===== config.mk =====
export PLATFORM = sky130hd
export DESIGN_NAME = store_subword_rmw
export DESIGN_NICKNAME = d
export VERILOG_FILES = /design/src/rtl/store_subword_rmw.sv
export SDC_FILE = /design/constraint.sdc
export NUM_CORES = 1
export LEC_CHECK = 0
export BUFFER_PORTS_ARGS = -buffer_cell sky130_fd_sc_hd__buf_2
export CAP_MARGIN = 20
export CORE_MARGIN = 3
export CORE_UTILIZATION = 40
export CTS_CLUSTER_DIAMETER = 60
export DETAILED_ROUTE_END_ITERATION = 10
export PLACE_DENSITY_LB_ADDON = 0.1
export SETUP_SLACK_MARGIN = 0.15
export SLEW_MARGIN = 10
export SYNTH_ARGS = -nofsm -noshare
export SYNTH_HDL_FRONTEND = slang
export SYNTH_SLANG_ARGS = --single-unit

===== constraint.sdc =====
create_clock -name Clk -period 1.5 [get_ports Clk]
set_clock_uncertainty 0.05 [all_clocks]
set_input_delay 0.15 -clock Clk [delete_from_list [all_inputs] [get_ports Clk]]
set_output_delay 0.15 -clock Clk [all_outputs]
set_load 0.01 [all_outputs]

===== src/rtl/store_subword_rmw.sv =====
// Store unit for a word-only data memory: word stores write directly, byte and
// halfword stores read-modify-write. Optional build macro: STORE_MISALIGN_TRAP_EN.
module store_subword_rmw #(
  parameter int bADDR = 32
) (
  input  logic             Clk,
  input  logic             nReset,
  input  logic             ReqValid,
  output logic             ReqReady,
  input  logic [bADDR-1:0] ReqAddr,
  input  logic [31:0]      ReqData,
  input  logic [1:0]       ReqSize,
  output logic [bADDR-1:0] MemAddr,
  output logic             MemRead,
  input  logic [31:0]      MemRData,
  input  logic             MemRValid,
  output logic             MemWrite,
  output logic [31:0]      MemWData,
  output logic             Done,
  output logic             MisalignErr,
  output logic [1:0]       DbgState
);

  localparam logic [1:0] S_IDLE  = 2'd0;
  localparam logic [1:0] S_READ  = 2'd1;
  localparam logic [1:0] S_WRITE = 2'd2;
`ifdef STORE_MISALIGN_TRAP_EN
  localparam logic [1:0] S_ERR   = 2'd3;
`endif

  localparam logic [1:0] SZ_BYTE = 2'b00;
  localparam logic [1:0] SZ_HALF = 2'b01;
  localparam logic [1:0] SZ_WORD = 2'b10;

  // Request handshake: a request transfers on a rising Clk edge where
  // ReqValid && ReqReady. ReqReady is high only in IDLE, so nothing is taken
  // while busy and a waiting requester simply holds ReqValid and its fields.
  logic [1:0]       r_state;
  logic [1:0]       w_state_nxt;
  logic [bADDR-1:0] r_addr;
  logic [31:0]      r_data;
  logic [1:0]       r_size;
  logic [31:0]      r_wdata;
  logic [31:0]      w_merged;
  logic             w_accept;
  logic             w_word;
  logic             w_capture;

  assign w_accept  = ReqValid & ReqReady;
  // Size 11 lands on the word path when trapping is disabled.
  assign w_word    = ReqSize[1];
  assign w_capture = (r_state == S_READ) & MemRValid;

`ifdef STORE_MISALIGN_TRAP_EN
  logic w_misalign;
  assign w_misalign = ((ReqSize == SZ_HALF) &  ReqAddr[0])
                    | ((ReqSize == SZ_WORD) & (ReqAddr[1:0] != 2'b00))
                    |  (ReqSize == 2'b11);
`endif

  always_comb begin
    w_state_nxt = r_state;
    case (r_state)
      S_IDLE: begin
        if (ReqValid) begin
`ifdef STORE_MISALIGN_TRAP_EN
          if (w_misalign)  w_state_nxt = S_ERR;
          else if (w_word) w_state_nxt = S_WRITE;
          else             w_state_nxt = S_READ;
`else
          if (w_word) w_state_nxt = S_WRITE;
          else        w_state_nxt = S_READ;
`endif
        end
      end
      S_READ: begin
        if (MemRValid) w_state_nxt = S_WRITE;
      end
      default: w_state_nxt = S_IDLE;
    endcase
  end

  // Overlay the registered store data onto the word returned by memory.
  always_comb begin
    w_merged = MemRData;
    case (r_size)
      SZ_BYTE: begin
        case (r_addr[1:0])
          2'd0:    w_merged[7:0]   = r_data[7:0];
          2'd1:    w_merged[15:8]  = r_data[7:0];
          2'd2:    w_merged[23:16] = r_data[7:0];
          default: w_merged[31:24] = r_data[7:0];
        endcase
      end
      SZ_HALF: begin
        if (r_addr[1]) w_merged[31:16] = r_data[15:0];
        else           w_merged[15:0]  = r_data[15:0];
      end
      default: w_merged = r_data;
    endcase
  end

  always_ff @(posedge Clk or negedge nReset) begin
    if (!nReset) begin
      r_state <= S_IDLE;
    end else begin
      r_state <= w_state_nxt;
    end
  end

  always_ff @(posedge Clk or negedge nReset) begin
    if (!nReset) begin
      r_addr  <= '0;
      r_data  <= '0;
      r_size  <= '0;
      r_wdata <= '0;
    end else begin
      if (w_accept) begin
        r_addr <= ReqAddr;
        r_data <= ReqData;
        r_size <= ReqSize;
        if (w_word) r_wdata <= ReqData;
      end
      if (w_capture) r_wdata <= w_merged;
    end
  end

  assign ReqReady = (r_state == S_IDLE);
  assign MemRead  = (r_state == S_READ);
  assign MemWrite = (r_state == S_WRITE);
  assign Done     = (r_state == S_WRITE);
  assign MemAddr  = {r_addr[bADDR-1:2], 2'b00};
  assign MemWData = r_wdata;
  assign DbgState = r_state;

`ifdef STORE_MISALIGN_TRAP_EN
  assign MisalignErr = (r_state == S_ERR);
`else
  assign MisalignErr = 1'b0;
`endif

endmodule


==> results of run 1 <==
## metal layers
layer  up-vias  wire (um)  global-route usage
li1       2181          -                   -
met1      2364       7861              0.2889
met2       166       8444              0.3493
met3        24       1116             0.05416
met4         0        327             0.06186
met5         -          0                   0
## what timing repair did
action / CTS / global route
buffers inserted: 3 / 2
endpoints found under the hold margin: 82 / 1
pin swaps: 13 / 9
hold buffers: 55 / 1
endpoints found under the setup margin: 103 / 104
cloned: 0 / 4
resized for setup: 21 / 68
## worst min-delay path by stage
| stage | startpoint | end | slack (ns) | cells past startpoint |
|---|---|---|---|---|
| floorplan | nReset | DbgState[0] | -0.20 | 0 |
| global placement | nReset | r_addr[16] | 0.07 | 1 |
| detailed placement | nReset | r_addr[16] | 0.07 | 1 |
| CTS | ReqData[10] | r_data[10] | 0.0009 | 2 |
| global route | ReqData[19] | r_data[19] | 0.004 | 2 |
| finish | ReqData[19] | r_data[19] | 0.02 | 2 |
## cells in the final DEF, fill, tap and decap left out, types with 2 or more instances in the layout
cell,synthesis,routed
dfrtp_1,100,95
mux2i_2,0,4
clkinv_2,0,2
a22o_1,33,33
buf_2,25,167
buf_6,5,9
nand2b_1,3,3
o221ai_1,32,10
a21oi_2,0,26
conb_1,1,3
a21oi_1,64,31
mux2_4,29,63
inv_1,3,3
dfrtp_2,0,5
mux2i_1,64,59
nor2_4,1,2
o221ai_2,0,22
nor2_1,31,31
a21oi_4,0,7
dlygate4sd3_1,0,56
mux2_2,37,3
buf_4,36,19
clkbuf_16,0,12
buf_12,0,13
## cell type report
type                       instances  area (um^2)  area share
clock buffer                       9        225.2     0.02773
clock inverter                     7        62.56    0.007702
inverter                           3        11.26    0.001386
multi-input combinational        309         3119      0.3840
sequential                       100         2509      0.3088
tap                              176        220.2     0.02711
timing repair buffer             267         1976      0.2432
## worst max-delay path, cell delays in order, from the launching register on
cell,delay (ns)
dfrtp_2,0.45
nand3b_1,0.19
buf_6,0.16
clkbuf_16,0.18
a21oi_4,0.11
o221ai_2,0.10
a22o_1,0.22
## power groups by stage
stage | Combinational, uW | Clock, uW | Sequential (uW)
5_1_grt | 5350 | 2450 | 4560
4_1_cts | 4560 | 2360 | 4380
3_5_place_dp | 4330 | 0 | 4420
2_1_floorplan | 3090 | 0 | 4230
3_3_place_gp | 4260 | 0 | 4390
6_report | 5020 | 2290 | 4430
## sequential cells by signal, indices dropped and copies added, names as in the netlist
| register | flops |
|---|---|
| r_size | 2 |
| r_addr | 32 |
| r_data | 32 |
| DbgState | 2 |
| MemWData | 32 |
## kinds of logic (layout without fill, tap and decap cells)
logic type             after synthesis  count (layout)
AOI/OAI and AO/OA                  130             130
buffers and inverters               88             286
DFF                                100             100
muxes                              130             130
other                                1               3
and+or+nand+nor                     46              46
## stage by stage
| step | hold WS [ns] | total power, uW | TNS, ns |
|---|---|---|---|
| 2_1_floorplan | -0.1956 | 7321 | -8.988 |
| 3_3_place_gp | 0.06764 | 8649 | -0.1122 |
| 3_5_place_dp | 0.06683 | 8746 | -1.038 |
| 4_1_cts | 0.0008596 | 11300 | -1.138 |
| 5_1_grt | 0.004045 | 12360 | -7.512 |
| 6_report | 0.01604 | 11730 | -2.232 |
==> impl_results.md, run 1 <==
- CTS tree: built
- Layout cells sized above 1: 0.5281
- Final hold vios: 0
- Cells after Synth: 495
- Routed WL per cell: ~20 um
- Flop pwr share: 0.378
- Area delta synth->final: 43.37%
- Die area: 0.01563 mm^2
- Die Y: 125.0 um
- Dpl cell area: 0.006736 mm^2
- Req. time, crit path: 1.69 ns
- Net Switching: 4349 uW
- Number of DRC markers in iteration 0: 261
- Clock-pin slew on the worst setup and hold paths: 0.07 ns
- Worst setup SP type: flop
- Mux cell area share after synthesis: 0.2635
- Fill count: 1155
- Clock Latency Late Sink: 0.36 ns
- CTS Root Cell: clkbuf_16
- Maximum vdd drop: about 680 uV
- Die Span X: approximately 130 um
- Reg2Reg Depth: 6
- TritonCTS Buffers: 9
- Core ar.: 0.01356 mm^2
- Yosys warning count: 0
- Initial antenna violation count: 0
- Cell variety after synth: 29
- RD Place Congestion: between 0.7 and 0.8
- Switching Share: 0.3706
- CTS sink cnt: 100
- Final instance area: 0.008123 mm^2
- Synth area leaders: dfrtp_1, mux2i_1, mux2_4, mux2_2, a21oi_1
- Maximum buffer depth of the clock tree: 2
- R2r startpoint: DbgState[1]
- Synth Area in Compound Gates: 0.1603
- Max Cap Viol: 0
- Clock share of power: 0.195
- Final WL: 17750 um
- Outcome: finished with violations
- Vias in the first global route: 4825
- CP startpoint: DbgState[1]
- Detail Route Antenna Nets: 0
- Worst Setup End Kind: flop
- Num rows: 42
- Vias: about 4700
- Fin util: 0.5991
- Failing checks: negative setup slack
- Fin nets: 792
- CP Class: reg2reg
- FF+latch count, synth: 100
- Int Pwr: 7386 uW
- Mapped Area: 0.005665 mm^2
- Largest family of logic cells by synthesized area: multiplexers
- Place WS: -0.07094 ns
- Main flop type after synthesis: dfrtp_1
- Final period util: 1.042
- Simple-Gate Fraction of Synth Area: 0.03931
- I/O Pins: 173
- Crit-path max FO: 8
- First-pass GRT wire length: 26850 um
- HP Class: in2reg
- Leakage dissipation: 0.003829 uW
- Most frequent cells after synthesis: dfrtp_1, a21oi_1, mux2i_1
- XOR/XNOR Fraction of Synth Area: 0
- Synth area leader: dfrtp_1
- H-tree levels: 3
- CP Capture Point: MemWData[4]
- Post-synth EDFFs: 0
- Worst R2R End: MemWData[4]
- Combinational Power Share: 0.427
- R2R Setup Slk: -0.06 ns
- Vias per cell: 5.436
- Initial Util: 0.4179
- Synth async-reset ratio: 1.000
- Gr usage total: 0.2158
- Period minus WS final: 1.563 ns
- Setup slack after layout: -0.06331 ns
- RSZ-0062 raised after global routing: true
- Antenna Cells: 0
- Fmax: between 0.6 and 0.7 GHz
- IO buf count: about 170
- Grt ovf: 0
- TritonRoute pass-1 iters: 4
- Largest net degree at the start of global routing: 38
- Fin cells: 871
- Fin. max-slew vios: 0
- Drc violations: 0
- Inst Count DP: 790
- Critical Path AT: 1.75 ns
- Most common cell in the netlist: dfrtp_1
- Synth top area share: 0.4417
- Final setup fails: 84
- Synth Area in Adders: 0
- Pwr per Cell Area: 1445 mW/mm^2
- Mean Syn Cell Area: approximately 11 um^2
- HPWL after DPL: 11960 um
- Register area share after synthesis: 0.4417
No activity file was read; power rests on OpenSTA's default activity.
==> run 2: changes to the inputs <==
- CELL_PAD_IN_SITES_DETAIL_PLACEMENT: default -> 0
- CELL_PAD_IN_SITES_GLOBAL_PLACEMENT: default -> 2
- CORE_UTILIZATION: 40 -> 29
- clock period: 1.5 -> 1.3 ns (I/O delays scaled with it)
==> run 2 against run 1 <==
- global-route usage down 3.4 points
- flip-flop and latch count unchanged
- critical path type unchanged
- sequential share of layout area decreased by 1.5 points
- maximum frequency grew 0.98%
- largest power group unchanged
- count of clock-buffer cells in the layout unchanged
- the flow still finishes with violations (negative setup slack)
- combinational power grew 21%
- cell count up 12%
- worst hold slack got worse by 0.0081 ns
- critical path depth shrank 1
- worst setup slack lost 0.18 ns
- register-to-register slack worse by 0.18 ns
- critical endpoint is now r_data[25]
==> impl_results.md, run 2 (same netlist as run 1, synthesis figures left out) <==
- Outcome: finished with violations
- Failing checks: negative setup slack
- Leakage dissipation: 0.004016 uW (+4.9%)
- Largest net degree at the start of global routing: 33 (-13%)
- Final hold vios: 0 (unchanged)
- Die area: 0.02125 mm^2 (+36%)
- Number of DRC markers in iteration 0: 199 (-24%)
- Final period util: 1.191 (+0.1486)
- GRT Max-Usage Layer: met2
- Drc violations: 0 (unchanged)
- Fill count: 1802 (+56%)
- Core ar.: 0.01896 mm^2 (+40%)
- Vias in the first global route: 5041 (+4.5%)
- Fmax: 0.6460 GHz (+0.98%)
- Commonest cells after routing, fill and taps aside: buf_2, dfrtp_1, mux2_4
- TritonCTS Buffers: 9 (unchanged)
- Hold Slack: 0.007932 ns (-0.008111 ns)
- Met2 Usage GRT: 0.2947 (-0.05454)
- Req. time, crit path: 1.49 ns (-0.20 ns)
- HPWL after DPL: 13460 um (+12%)
- Clock Latency Late Sink: 0.35 ns (about the same)
- Gr usage total: 0.1817 (-0.03406)
- Maximum vdd drop: 881.0 uV (+29%)
- TritonRoute pass-1 iters: 4 (unchanged)
- Antenna Cells: 0 (unchanged)
- Place WS: -0.2831 ns (-0.2122 ns)
- Reg area: 0.002509 mm^2 (unchanged)
- Maximum buffer depth of the clock tree: 2 (unchanged)
- RSZ-0062 raised after global routing: true
- Vias per cell: 4.861 (-11%)
- CTS tree: built
- HP Class: in2reg
- Initial antenna violation count: 0 (unchanged)
- First-pass GRT wire length: 30430 um (+13%)
- Final setup fails: 105 (+25%)
- Grt ovf: 0 (unchanged)
- H-tree levels: 3 (unchanged)
- Detail Route Antenna Nets: 0 (unchanged)
- Die Span X: 145.8 um (+17%)
- Initial Util: 0.2989 (-0.1190)
- CP Class: reg2reg
- Tot Pwr: 13900 uW (+18%)
- Area delta synth->final: 50.88%
- Pwr per Cell Area: 1626 mW/mm^2 (+13%)
- Fin nets: 816 (+3.0%)
- Layout cells sized above 1: 0.5229 (-0.005109)
- Setup slack after layout: -0.2481 ns (-0.1848 ns)
- Period minus WS final: 1.548 ns (-0.01524 ns)
- I/O Pins: 173 (unchanged)
- Multi-input logic area: 0.003060 mm^2 (-1.9%)
- Met1 Use GR: 0.2449 (-0.04394)
- Max Cap Viol: 0 (unchanged)
- IO buf count: 169 (unchanged)
- Routed WL per cell: 20.85 um (+2.3%)
- CTS sink cnt: 100 (unchanged)
- Fin. max-slew vios: 0 (unchanged)
- Met3 Track Usage GR: 0.04547 (-0.008689)
- Num rows: 50 (+19%)
- Worst setup SP type: flop
- Vias: 4759 (+0.51%)
- Die Y: 145.8 um (+17%)
- Worst Setup End Kind: flop
- Critical Path AT: 1.74 ns (about the same)
- Final WL: 20420 um (+15%)
- CTS Root Cell: clkbuf_16
- Most common cell after layout, fill and taps aside: buf_2
- Crit-path max FO: 6 (-2)
- Total negative slack: -21.71 ns (-19.47 ns)
- RD Place Congestion: 0.8195 (+2.6%)
- Clock-pin slew on the worst setup and hold paths: 0.08 ns (about the same)
[run 2: final cells by class]
type	instances	area share
well taps	260	0.03806
repair buffers	291	0.2762
inverters	3	0.001317
clock inverters	7	0.006587
flip-flops and latches	100	0.2935
multi-input cells	309	0.3580
clock buffers	9	0.02635
[run 2: per-stage QoR]
stage	utilization	std cells	area [um^2]
global placement	0.3639	878	6898
finish	0.4510	979	8548
detailed placement	0.3639	878	6898
floorplan	-	497	5847
global route	0.4510	979	8548
CTS	0.4332	967	8212
[run 2: path summary, 6_finish.rpt]
path	slack (ns)	cells past startpoint	endpoint	from
worst max-delay path	-0.25	5	r_data[25]	DbgState[1]
worst min-delay path	0.008	2	r_data[8]	ReqData[8]
worst max register to register	-0.25	5	r_data[25]	DbgState[1]
worst min register to register	0.45	1	MemWData[21]	MemWData[21]
max in group asynchronous	0.48	3	r_data[10]	nReset
min in group asynchronous	0.18	2	MemWData[3]	nReset
[run 2: what timing repair did]
item,CTS,global route
hold buffers,65,0
setup buffers,5,2
gates resized for setup,66,23
endpoints found under the hold margin,150,0
pin swaps,2,24
gates cloned,3,10
setup endpoints to repair,106,106
[run 2: critical path: stages (launching register included)]
cell,delay [ns]
dfrtp_2,0.45
nor2_4,0.13
and2_4,0.21
buf_12,0.15
clkbuf_16,0.16
mux2_4,0.29
[run 2: layer usage]
layer,vias up,part of all wire
li1,2217,-
met1,2370,0.45
met2,162,0.48
met3,10,0.057
met4,0,0.011
met5,-,0
[run 2: power breakdown]
part / switching (uW) / internal (uW)
registers: 1040 / 4120
logic: 2780 / 3280
clock network: 1350 / 1330
